[src/rtl/mux_share_arbiter.sv]
// Round-robin owner arbiter for a shared 2:1 WIDTH-bit select datapath.
// Grants are registered; data_out/valid_out trail the grant by one cycle.
module mux_share_arbiter #(
    parameter int WIDTH    = 4,
    parameter int MAX_HOLD = 4
) (
    input  logic             clk,
    input  logic             rst,
    input  logic             req_a,
    input  logic             req_b,
    input  logic [WIDTH-1:0] data_a,
    input  logic [WIDTH-1:0] data_b,
    output logic             gnt_a,
    output logic             gnt_b,
    output logic             sel,
    output logic [WIDTH-1:0] data_out,
    output logic             valid_out
);

    localparam int CNT_W = (MAX_HOLD > 1) ? $clog2(MAX_HOLD) : 1;
    localparam logic [CNT_W-1:0] HOLD_LAST = CNT_W'(MAX_HOLD - 1);

    typedef enum logic [1:0] {
        IDLE  = 2'd0,
        OWN_A = 2'd1,
        OWN_B = 2'd2
    } state_t;

    typedef enum logic {
        SIDE_A = 1'b0,
        SIDE_B = 1'b1
    } side_t;

    state_t           state, state_nxt;
    side_t            last, last_nxt;
    logic [CNT_W-1:0] hold_cnt, hold_cnt_nxt;
    logic             sel_nxt;
    logic             entering;

    // NOTE: every always_comb output gets a default before any branch, so no
    // path can leave a variable unassigned and infer a latch.
    always_comb begin
        state_nxt    = state;
        last_nxt     = last;
        hold_cnt_nxt = hold_cnt;
        sel_nxt      = sel;
        entering     = 1'b0;

        case (state)
            IDLE: begin
                if (req_a && req_b) begin
                    state_nxt = (last == SIDE_A) ? OWN_B : OWN_A;
                end else if (req_a) begin
                    state_nxt = OWN_A;
                end else if (req_b) begin
                    state_nxt = OWN_B;
                end
            end
            OWN_A: begin
                if (!req_a) begin
                    state_nxt = req_b ? OWN_B : IDLE;
                end else if (req_b && (hold_cnt == HOLD_LAST)) begin
                    state_nxt = OWN_B;
                end
            end
            OWN_B: begin
                if (!req_b) begin
                    state_nxt = req_a ? OWN_A : IDLE;
                end else if (req_a && (hold_cnt == HOLD_LAST)) begin
                    state_nxt = OWN_A;
                end
            end
            default: state_nxt = IDLE;
        endcase

        // Any change of owner (including a direct A<->B handover) restarts the hold window.
        entering = (state_nxt != state) && (state_nxt != IDLE);
        if (entering) begin
            hold_cnt_nxt = '0;
            last_nxt     = (state_nxt == OWN_B) ? SIDE_B : SIDE_A;
        end else if ((state != IDLE) && (hold_cnt != HOLD_LAST)) begin
            hold_cnt_nxt = hold_cnt + CNT_W'(1);
        end

        if (state_nxt == OWN_A) begin
            sel_nxt = 1'b0;
        end else if (state_nxt == OWN_B) begin
            sel_nxt = 1'b1;
        end
    end

    // NOTE: sequential state uses non-blocking assignments so every register
    // samples the pre-edge values regardless of statement order.
    always_ff @(posedge clk or posedge rst) begin
        if (rst) begin
            state    <= IDLE;
            last     <= SIDE_B;
            hold_cnt <= '0;
            sel      <= 1'b0;
        end else begin
            state    <= state_nxt;
            last     <= last_nxt;
            hold_cnt <= hold_cnt_nxt;
            sel      <= sel_nxt;
        end
    end

    always_ff @(posedge clk or posedge rst) begin
        if (rst) begin
            data_out  <= '0;
            valid_out <= 1'b0;
        end else if (gnt_a || gnt_b) begin
            data_out  <= sel ? data_b : data_a;
            valid_out <= 1'b1;
        end else begin
            valid_out <= 1'b0;
        end
    end

    assign gnt_a = (state == OWN_A);
    assign gnt_b = (state == OWN_B);

endmodule
[config.mk]
export PLATFORM = sky130hd
export DESIGN_NAME = mux_share_arbiter
export DESIGN_NICKNAME = d
export VERILOG_FILES = /design/src/rtl/mux_share_arbiter.sv
export SDC_FILE = /design/constraint.sdc
export NUM_CORES = 1
export LEC_CHECK = 0
export CAP_MARGIN = 20
export CORE_AREA = 2 2 41 43
export DETAILED_ROUTE_END_ITERATION = 8
export DIE_AREA = 0 0 43 45
export PLACE_DENSITY = 0.82
export SLEW_MARGIN = 40
export SYNTH_ARGS = -nofsm -noshare
export SYNTH_HDL_FRONTEND = slang
export SYNTH_SLANG_ARGS = --single-unit
[constraint.sdc]
create_clock -name clk -period 4.8 [get_ports clk]
set_clock_uncertainty 0.05 [all_clocks]
set_input_delay 0.48 -clock clk [delete_from_list [all_inputs] [get_ports clk]]
set_output_delay 0.48 -clock clk [all_outputs]
set_load 0.02 [all_outputs]
-- Word-level counts from Yosys, hierarchy flattened
Cells that the tools add are included.
W data, S select, Z words.
- register bits after elaboration: 11
- bits of input ports: 12
- output and inout bits: 8
- word-level logic and storage cells: 43
- $add $sub $neg: 1
- equal/unequal tests: 7
- muxes and demuxes: 18
- reduce and logical (&&, ||, !) cells: 11
- operators with widths (cell ; count):
    $mux W2 ; 11
    $reduce_bool A2 Y1 ; 4
    $eq A2 B2 Y1 const B ; 3
    $pmux W2 S3 ; 1
    $logic_and A1 B1 Y1 ; 5
    $mux W1 ; 5
    $eq A2 B1 Y1 const B ; 2
    $mux W4 ; 1
    $add A2 B1 Y2 const B ; 1
    $logic_not A2 Y1 ; 1
    $ne A2 B2 Y1 ; 1
    $ne A2 B2 Y1 const B ; 1
    $logic_or A1 B1 Y1 ; 1

-- Longest topological paths before layout
Gate-level depths: netlist of the first run.
- depth after elaboration: 8
- depth in mapped cells: 10

-- Worst setup path before layout of the first run
OpenSTA, ideal clock, no wires.
- kind: register to register
- from: register state[0]
- to: register last
- setup time: 85 ps
- arrival: 2363 ps
- path slack: 2303 ps
- cell stages (with the launch flop): 10
- clock period less this slack: 2497 ps
- cells stage by stage: dfrtp_1 inv_1 ha_1 nand2_1 a311o_1 a41oi_2 inv_1 ha_1 a31oi_2 mux2_1
- elaborated cells on any way between the ends: 16
- classes of those cells: eq/ne (4); mux (9); reduce/logical (3)
- RTL lines (what ; line ; RTL):
    from (decl) ; 34 ; state_t state, state_nxt;
    from (signal assigned) ; 101 ; state <= state_nxt;
    $eq A2 B2 Y1 (*) ; n/a ;
    named net gnt_b ; 14 ; output logic gnt_b,
    $pmux W2 S3 (*) ; 49 ; case (state)
    named net state_nxt[0] ; 34 ;
    $eq A2 B2 Y1 (tied with other cells) ; 80 ; last_nxt = (state_nxt == OWN_B) ? SIDE_B : SIDE_A;
    $mux W1 or $logic_and A1 B1 Y1 (tied branches) ; 80, 77 ;
    to (signal assigned) ; 102 ; last <= last_nxt;
    to (decl) ; 35 ; side_t last, last_nxt;
The timed path passes the listed nets; every way through them passes the cells marked *.
A chain may end at the register's enable or synchronous reset.

-- Final worst setup path of the first run
- from: register state[0]
- to: register last
- longest elaborated chain between the ends: 6
- elaborated cells on any way between the ends: 16
- classes of those cells: eq/ne (4); mux (9); reduce/logical (3)
- ends and longest elaborated chain (what ; line ; RTL):
    $mux W2 ; 55 ; end else if (req_b) begin
    $mux W2 ; 53 ; end else if (req_a) begin
    $mux W2 ; 51 ; if (req_a && req_b) begin
    $pmux W2 S3 (*) ; 49 ;
    named net state_nxt[0] ; 34 ;
    $eq A2 B2 Y1 (tied with other cells) ; 80 ;
    $mux W1 or $logic_and A1 B1 Y1 (tied branches) ; 80, 77 ;
Marks and branches as above.

==> summary.md, run 1 <==
| Metric | Value |
|---|---|
| Status | completed |
| Number of vias per cell | 5.239 |
| Post-place setup slack | 2.103 ns |
| Initial standard-cell utilization of the core | 0.4796 |
| Highest clock rate | 0.3972 GHz |
| Max H-tree Level | 1 |
| Post CTS Setup Buffer Count | 0 |
| Reg2Reg Launch Point | state[0] |
| Max-slew headroom | 0.7271 |
| Worst-margin pin slew | 0.4089 ns |
| Layout cells sized above 1 | 0.07527 |
| Cells after DPL | 105 |
| Syn Area/Cell | 9.801 µm² |
| Vias | 571 |
| TritonCTS Buffers | 3 |
| Vias in the first global route | 553 |
| TNS Setup | 0 ns |
| Max-Cap Viols | 0 |
| Leakage Power | 0.4329 nW |
| DRT Wirelength | 1273 µm |
| Gr ovfl total | 0 |
| Setup repair after global routing missed its margin | no |
| Die height | 45 µm |
| Ys Warns | 0 |
| Hold Path Class | primary input to asynchronous set/reset pin |
| Detailed-route DRC error count | 0 |
| Synth Register Bits | 11 |
| Full die area | 1935 µm² |
| RePlAce Congestion | 0.8109 |
| Port bufs | 19 |
| Detail Route Antenna Nets | 0 |
| Commonest non-fill, non-tap cell in the layout | clkdlybuf4s50_1 |
| CTS Hold Buffers Added | 0 |
| PD cells | 634.8 nW/µm² |
| Cts repair resizes | 0 |
| Final net count | 114 |
| Synth cell types | 26 |
| Post-Syn Nets | 92 |
| Worst vdd ir | 0.3129 mV |
| Period minus WS final | 2.517 ns |
| Critical path peak fanout | 8 |
| CTS tree | yes |
| Register-to-register setup slack | 2.28 ns |
| Post-place instance area | 908.4 µm² |
| Clk buf depth | 2 |
| Mapped Cells | 72 |
| Required @ worst endpoint | 4.94 ns |
| Ys async rst share | 1.000 |
| Part of the Yosys area used for sequential elements | 0.3918 |
| Total track usage | 0.1576 |
| Avg WL per Cell | 11.68 µm |
| Dominant synthesized flop cell | dfrtp_1 |
| Clk slew on worst S/H paths | 0.07 ns |
| Critical path arrival | 2.66 ns |
| Final setup fails | 0 |
| ANT cells | 0 |
| Final Max Slew Viols | 0 |
| CP Launch Type | flop |
| Initial antenna violation count | 0 |
| Finished Cell Area | 934.6 µm² |
| Row cnt | 14 |
| IO Count | 20 |
| Core area | 1471 µm² |
| Worst-skew pair later-pin latency | 0.26 ns |
| Layout area overhead | 32.45% |
| Reg-to-Reg End | last |
| Final setup margin | 2.283 ns |
| Root buf cell | clkbuf_4 |
| Pin count of the biggest net entering global routing | 12 |
| Most frequent cells in the layout | 19 x clkdlybuf4s50_1, 10 x dfrtp_1, 9 x inv_1 |
| Reg2Reg Depth | 9 |
| Pre-Repair DR Iteration Count | 3 |
| Post-Syn Area | 705.7 µm² |
| EDFF count, synth | 0 |
| Setup CP Type | flop to flop |
| Post-layout instance count excluding filler cells | 109 |
| Fin crit share | 0.5244 |
| Fin. Hold Viols | 0 |
| Detail Placement HPWL | 1052 µm |
| Die width | 43 µm |
| Worst Setup End Kind | flop |
| Clock sinks | 11 |
| First-pass GRT wire length | 2304 µm |
| Initial DRC Count | 2 |
cell families after synthesis:
logic type / synth area share
buffers and inverters: 0.05851
AOI/OAI and AO/OA: 0.1667
muxes: 0.08688
xor gates and xnor gates: 0.02483
and+or+nand+nor: 0.1294
adders and majority gates: 0.1418
DFF: 0.3919
layout make-up:
class | count | area, µm²
Tap cell | 16 | 20.02
Clock buffer | 4 | 26.28
Sequential cell | 11 | 276.5
Timing Repair Buffer | 19 | 190.2
Multi-Input combinational cell | 50 | 387.9
Fill cell | 132 | 536.8
Inverter | 9 | 33.78
worst max-delay path by stage:
stage / endpoint / startpoint / cells after the start / slack [ns]
3_5_place_dp: last / req_a / 8 / 2.10
2_1_floorplan: last / state[0] / 9 / 2.30
3_3_place_gp: last / req_a / 8 / 2.18
4_1_cts: last / state[0] / 9 / 2.27
6_report: last / state[0] / 9 / 2.28
5_1_grt: last / state[0] / 9 / 2.10
cells in the mapped netlist (2+ instances only):
| library cell | count | share of area |
|---|---|---|
| dfrtp_1 | 10 | 0.35 |
| inv_1 | 9 | 0.048 |
| ha_1 | 8 | 0.14 |
| a21oi_1 | 6 | 0.043 |
| nor2_1 | 6 | 0.032 |
| mux2i_1 | 5 | 0.071 |
| nand2_1 | 3 | 0.016 |
| nand3_1 | 3 | 0.021 |
| clkbuf_1 | 2 | 0.011 |
| nand3b_1 | 2 | 0.021 |
| o21ai_0 | 2 | 0.014 |
| xnor2_1 | 2 | 0.025 |
worst max-delay path, cell delays in order (launching register included):
cell and delay (ns):
dfrtp_1 0.47, inv_1 0.12, ha_1 0.25, nand2_1 0.07, a311o_1 0.36, a41oi_2 0.28, inv_1 0.10, ha_1 0.21
a31oi_2 0.19, mux2_1 0.34
power breakdown:
part,internal (W),switching [W]
logic,0.000169,0.000189
clock network,0.0000321,0.0000289
registers,0.000140,0.0000352
total,0.000340,0.000253
sequential cells by signal (all words and copies together), names as in the netlist:
| register | flops |
|---|---|
| data_out | 4 |
| hold_cnt | 2 |
| last | 1 |
| sel | 1 |
| state | 2 |
| valid_out | 1 |
metrics by stage:
step                hold slack (ns)  total power [W]    util
finish                       0.4502        0.0005933  0.6352
detailed placement           0.4680        0.0005391  0.6173
CTS                          0.4632        0.0006038  0.6352
global route                 0.4912        0.0006523  0.6352
floorplan                    0.2817        0.0004211       -
global placement             0.4556        0.0005260  0.6173
layer usage:
layer | GRT usage | part of all wire | vias to the layer above
li1 | - | - | 289
met1 | 0.1878 | 0.42 | 259
met2 | 0.2818 | 0.50 | 21
met3 | 0.03600 | 0.065 | 2
met4 | 0.05455 | 0.011 | 0
met5 | 0 | 0 | -
(Power assumes the default switching activity.)
==> inputs of run 2 (changes only) <==
CORE_AREA = 2 2 43 45   (was 2 2 41 43)
DIE_AREA = 0 0 45 47   (was 0 0 43 45)
PLACE_DENSITY = 0.75   (was 0.82)
clock period = 2.45 ns   (was 4.8 ns; I/O delays follow)
==> run 2 against run 1 <==
- sequential power rose by 89%
- core utilization fell by 3.5 points
- design area rose by 6.0%
- maximum frequency rose by 8.2%
- combinational power rose by 120%
- worst hold slack got worse by 0.23 ns
- first-iteration DRC count rose to 4.0 times the previous value
- cell count rose by 5.5%
- clock-buffer cell count did not move
- critical path depth did not move
- power rose by 110%
- setup slack got worse by 2.2 ns
- critical path type unchanged
- critical endpoint unchanged
- largest cell class unchanged
==> summary.md, run 2 (same netlist as run 1, synthesis figures left out) <==
| Metric | Value |
|---|---|
| ANT cells | 0 |
| Worst vdd ir | 0.7032 mV |
| Sw frac | 0.4124 |
| TNS Setup | 0 ns |
| WP buf/inv | 2 |
| Initial DRC Count | 8 |
| Detail Placement HPWL | 1074 µm |
| Combinational group share of total power | 0.639 |
| Crit path depth | 9 |
| Crit-path slowest cell | dfrtp_1 |
| Slowest stage delay, CP | 0.42 ns |
| Final Max Slew Viols | 0 |
| Clk slew on worst S/H paths | 0.07 ns |
| CP cell instances | inv_1 > ha_2 > nand2_1 > a311o_1 > a41oi_2 > inv_1 > ha_1 > a31oi_2 > mux2_1 |
| DRT Wirelength | 1328 µm |
| Vias | 586 |
| CP Launch Type | flop |
| Root buf cell | clkbuf_4 |
| Reg2Reg Launch Point | state[0] |
| Max-slew headroom | 0.7145 |
| Critical path peak fanout | 5 |
| Status | completed |
| Post-place setup slack | 0.05582 ns |
| Number of flip-flops in the largest register | 4 |
| Post CTS Setup Buffer Count | 0 |
| Port bufs | 19 |
| Critical path arrival | 2.47 ns |
| Pre-Repair DR Iteration Count | 4 |
| IO Count | 20 |
| Number of vias per cell | 5.096 |
| Core area | 1652 µm² |
| Hold Path Class | primary input to asynchronous set/reset pin |
| Gr ovfl total | 0 |
| Most frequent cells in the layout | 19 x clkdlybuf4s50_1, 10 x dfrtp_1, 9 x inv_1 |
| Regs by FF count | data_out: 4 flops, hold_cnt: 2 flops, state: 2 flops |
| Most used cell, CP | inv_1 |
| Required @ worst endpoint | 2.59 ns |
| Worst Setup End Kind | flop |
| RePlAce Congestion | 0.8981 |
| Layout area overhead | 40.43% |
| Fin. Hold Viols | 0 |
| Max H-tree Level | 1 |
| Reg-to-Reg End | last |
| Sequential group share of total power | 0.264 |
| First-pass GRT wire length | 2311 µm |
| Worst-skew pair later-pin latency | 0.26 ns |
| Crit path max-delay family | compound AO/OA/AOI/OAI gates |
| Register-to-register setup slack | 0.12 ns |
| TritonCTS Buffers | 3 |
| Highest clock rate | 0.4298 GHz |
| P_sw | 0.0005171 W |
| Fin crit share | 0.9498 |
| Pin count of the biggest net entering global routing | 12 |
| Most flops, register | data_out |
| Max-Cap Viols | 0 |
| Setup CP Type | flop to flop |
| Worst setup endpoint | last |
| Die width | 45 µm |
| Commonest non-fill, non-tap cell in the layout | clkdlybuf4s50_1 |
| Clock sinks | 11 |
| Setup repair after global routing missed its margin | no |
| Final setup margin | 0.1231 ns |
| Crit path from | state[0] |
| Clock Power Share | 0.096 |
| PD cells | 1265 nW/µm² |
| Reg2Reg Depth | 9 |
| Total track usage | 0.1540 |
| Final setup fails | 0 |
| Final net count | 119 |
| Internal power | 0.0007369 W |
| Period minus WS final | 2.327 ns |
| Vias in the first global route | 537 |
| Layout cells sized above 1 | 0.1531 |
| Row cnt | 15 |
| Avg WL per Cell | 11.55 µm |
| Detailed-route DRC error count | 0 |
| CTS tree | yes |
| Initial standard-cell utilization of the core | 0.4273 |
| Leakage Power | 0.4543 nW |
| Initial antenna violation count | 0 |
| Clk buf depth | 2 |
| Detail Route Antenna Nets | 0 |
| Worst-margin pin slew | 0.4278 ns |
| Die height | 47 µm |
| Full die area | 2115 µm² |
==> run 2: changes by cell type in the layout (fill, tap and decap cells not counted) <==
cell / delta
buf_4: +5
ha_1: -3
ha_2: +2
ha_4: +1
==> run 2: layer usage <==
| layer | part of all wire | routed length [µm] | track usage |
|---|---|---|---|
| met5 | 0 | 0 | 0 |
| met4 | 0 | 0 | 0.05294 |
| met3 | 0.068 | 90 | 0.04231 |
| met2 | 0.49 | 649 | 0.2629 |
| met1 | 0.44 | 588 | 0.1884 |
==> run 2: timing repair <==
| action | 4_1_cts | 5_1_grt |
|---|---|---|
| resized for setup | 0 | 2 |
| hold buffers | 0 | 0 |
| endpoints found under the setup margin | 0 | 1 |
==> run 2: power by group through the flow <==
| stage | clock network (W) | logic, W | registers (W) |
|---|---|---|---|
| floorplan | 0 | 0.000447 | 0.000384 |
| global placement | 0 | 0.000786 | 0.000328 |
| detailed placement | 0 | 0.000805 | 0.000328 |
| CTS | 0.000126 | 0.000807 | 0.000328 |
| global route | 0.000135 | 0.000896 | 0.000342 |
| finish | 0.000121 | 0.000802 | 0.000331 |
==> run 2: final cells by class <==
cell class	count	area, µm²
fill	156	660.6
multi-input combinational	50	405.4
sequential	11	276.5
timing repair buffer	24	227.7
inverter	9	33.78
clock buffer	4	26.28
tap	17	21.27
==> run 2: per-stage QoR <==
stage               utilization   power, W  instances  hold WS [ns]  instance area (µm²)
floorplan                     -  0.0008305         72       0.04672                710.7
global placement         0.5765   0.001115        111        0.4601                952.2
detailed placement       0.5765   0.001134        111        0.4689                952.2
CTS                      0.5924   0.001262        115        0.2297                978.4
global route             0.6000   0.001372        115        0.2735                991.0
finish                   0.6000   0.001254        115        0.2209                991.0
==> run 2: worst min-delay path by stage <==
| stage | to | depth (start not counted) | startpoint |
|---|---|---|---|
| floorplan | data_out[0] | 1 | rst |
| global placement | data_out[3] | 2 | data_out[3] |
| detailed placement | data_out[1] | 2 | data_out[1] |
| CTS | data_out[0] | 2 | rst |
| global route | hold_cnt[0] | 2 | rst |
| finish | data_out[1] | 2 | rst |
==> inputs of run 3 (changes only) <==
--- a/config.mk
+++ b/config.mk
@@ -11,4 +11,5 @@
 export DIE_AREA = 0 0 45 47
 export PLACE_DENSITY = 0.75
+export RECOVER_POWER = 25
 export SLEW_MARGIN = 40
 export SYNTH_ARGS = -nofsm -noshare
==> constraint.sdc (replaced) <==
create_clock -name clk -period 2.45 [get_ports clk]
set_clock_uncertainty 0.05 [all_clocks]
set_input_delay 0.49 -clock clk [delete_from_list [all_inputs] [get_ports clk]]
set_output_delay 0.49 -clock clk [all_outputs]
set_load 0.02 [all_outputs]
==> run 3 against run 2 <==
- die area is the same
- non-clock buffer count grew 4
- sequential power grew 2%
- power grew 4.5%
- first-iteration DRC count shrank 75%
- maximum frequency shrank 0.16%
- register-to-register slack is essentially flat
- combinational power grew 6.4%
- cell count grew 3.5%
- global-route usage grew 0.84 points
- largest power group unchanged
==> summary.md, run 3 (same netlist as run 1, synthesis figures left out) <==
| Metric | Value |
|---|---|
| Port bufs | 19 |
| Post-place setup slack | -0.1189 ns |
| ANT cells | 0 |
| Gr ovfl total | 0 |
| Layout area overhead | 45.04% |
| Fin. Hold Viols | 0 |
| PD cells | 1281 nW/µm² |
| Post-place instance area | 974.7 µm² |
| Final setup margin | 0.1194 ns |
| Max-Cap Viols | 0 |
| Final Max Slew Viols | 0 |
| Full die area | 2115 µm² |
| Row cnt | 15 |
| Clk buf depth | 2 |
| DRT Wirelength | 1471 µm |
| Root buf cell | clkbuf_4 |
| Period minus WS final | 2.331 ns |
| Status | completed |
| Detailed-route DRC error count | 0 |
| TritonCTS Buffers | 3 |
| Die height | 47 µm |
| Initial DRC Count | 2 |
| Slowest stage delay, CP | 0.46 ns |
| CP cell instances | ha_2 > nand2_1 > a311o_1 > a41oi_2 > inv_1 > ha_1 > a31oi_2 > mux2_1 |
| Worst-margin pin slew | 0.4308 ns |
| Critical path peak fanout | 6 |
| Number of vias per cell | 5.067 |
| Initial standard-cell utilization of the core | 0.4273 |
| Max-slew headroom | 0.7125 |
| Setup repair after global routing missed its margin | no |
| Most frequent cells in the layout | 18 x clkdlybuf4s50_1, 10 x dfrtp_1, 9 x buf_4 |
| Pre-Repair DR Iteration Count | 4 |
| Initial antenna violation count | 0 |
| Setup CP Type | flop to flop |
| Highest clock rate | 0.4291 GHz |
| Hold Path Class | flop to flop |
| Vias | 603 |
| Max H-tree Level | 1 |
| Final net count | 123 |
| Most flops, register | data_out |
| IO Count | 20 |
| Avg WL per Cell | 12.36 µm |
| CP Launch Type | flop |
| Detail Placement HPWL | 1147 µm |
| Core area | 1652 µm² |
| Final hold slack | 0.4806 ns |
| Pin count of the biggest net entering global routing | 12 |
| Detail Route Antenna Nets | 0 |
| Vias in the first global route | 635 |
| CTS tree | yes |
| Clock sinks | 11 |
| Required @ worst endpoint | 2.59 ns |
| Worst Setup End Kind | flop |
| Cells after DPL | 114 |
| Fin crit share | 0.9513 |
| Worst vdd ir | 0.7936 mV |
| Post-layout instance count excluding filler cells | 119 |
| Layout cells sized above 1 | 0.2059 |
| Regs by FF count | data_out: 4 flops, hold_cnt: 2 flops, state: 2 flops |
| Critical path arrival | 2.47 ns |
| Leakage Power | 0.4718 nW |
| Total track usage | 0.1624 |
| Worst-skew pair later-pin latency | 0.26 ns |
| Number of flip-flops in the largest register | 4 |
| RePlAce Congestion | 0.8606 |
| Finished Cell Area | 1023 µm² |
| Clk slew on worst S/H paths | 0.07 ns |
| Crit-path slowest cell | dfrtp_1 |
| First-pass GRT wire length | 2456 µm |
| Final setup fails | 0 |
| Die width | 45 µm |
| Commonest non-fill, non-tap cell in the layout | clkdlybuf4s50_1 |
run 3: metrics by stage:
stage / power (W) / utilization / setup TNS [ns]
2_1_floorplan: 0.0008305 / - / 0
3_3_place_gp: 0.001137 / 0.5902 / -0.09086
3_5_place_dp: 0.001157 / 0.5902 / -0.1565
4_1_cts: 0.001295 / 0.6061 / 0
5_1_grt: 0.001423 / 0.6197 / 0
6_report: 0.001311 / 0.6197 / 0
run 3: worst max-delay path, delay by kind of cell (launching register included):
family | cells | cell delay [ns]
buffers and inverters | 1 | 0.09
and+or+nand+nor | 1 | 0.07
muxes | 1 | 0.34
AOI/OAI and AO/OA | 3 | 0.75
DFF | 1 | 0.46
adders and majority gates | 2 | 0.49
run 3: power breakdown:
| part | total (W) | switching, W | internal (W) |
|---|---|---|---|
| clock | 0.000121 | 0.0000582 | 0.0000628 |
| sequential | 0.000336 | 0.0000631 | 0.000273 |
| combinational | 0.000853 | 0.000417 | 0.000436 |
| total | 0.00131 | 0.000539 | 0.000772 |
run 3: worst paths after layout:
check | start | end | slack, ns | cells past startpoint
worst max-delay path | state[1] | last | 0.12 | 8
worst min-delay path | data_out[3] | data_out[3] | 0.48 | 2
worst max register to register | state[1] | last | 0.12 | 8
worst min register to register | data_out[3] | data_out[3] | 0.48 | 2
max in group asynchronous | rst | last | 1.42 | 2
min in group asynchronous | rst | state[0] | 0.60 | 2
run 3: routing by layer:
metal | vias up | track usage | wire [µm]
met5 | - | 0 | 0
met4 | 0 | 0.07059 | 14
met3 | 4 | 0.03462 | 85
met2 | 20 | 0.3057 | 737
met1 | 272 | 0.1746 | 633
li1 | 307 | - | -
run 3: what timing repair did:
action | CTS | global route
hold buffers | 0 | 0
endpoints found under the setup margin | 0 | 1
gates resized for setup | 0 | 4
buffers inserted | 0 | 1
run 3: area by class of cell:
class,count,area [µm²]
clock buffers,4,26.28
fillers,156,628.1
inverters,9,33.78
multi-input cells,50,407.9
flip-flops and latches,11,276.5
well taps,17,21.27
repair buffers,28,257.7
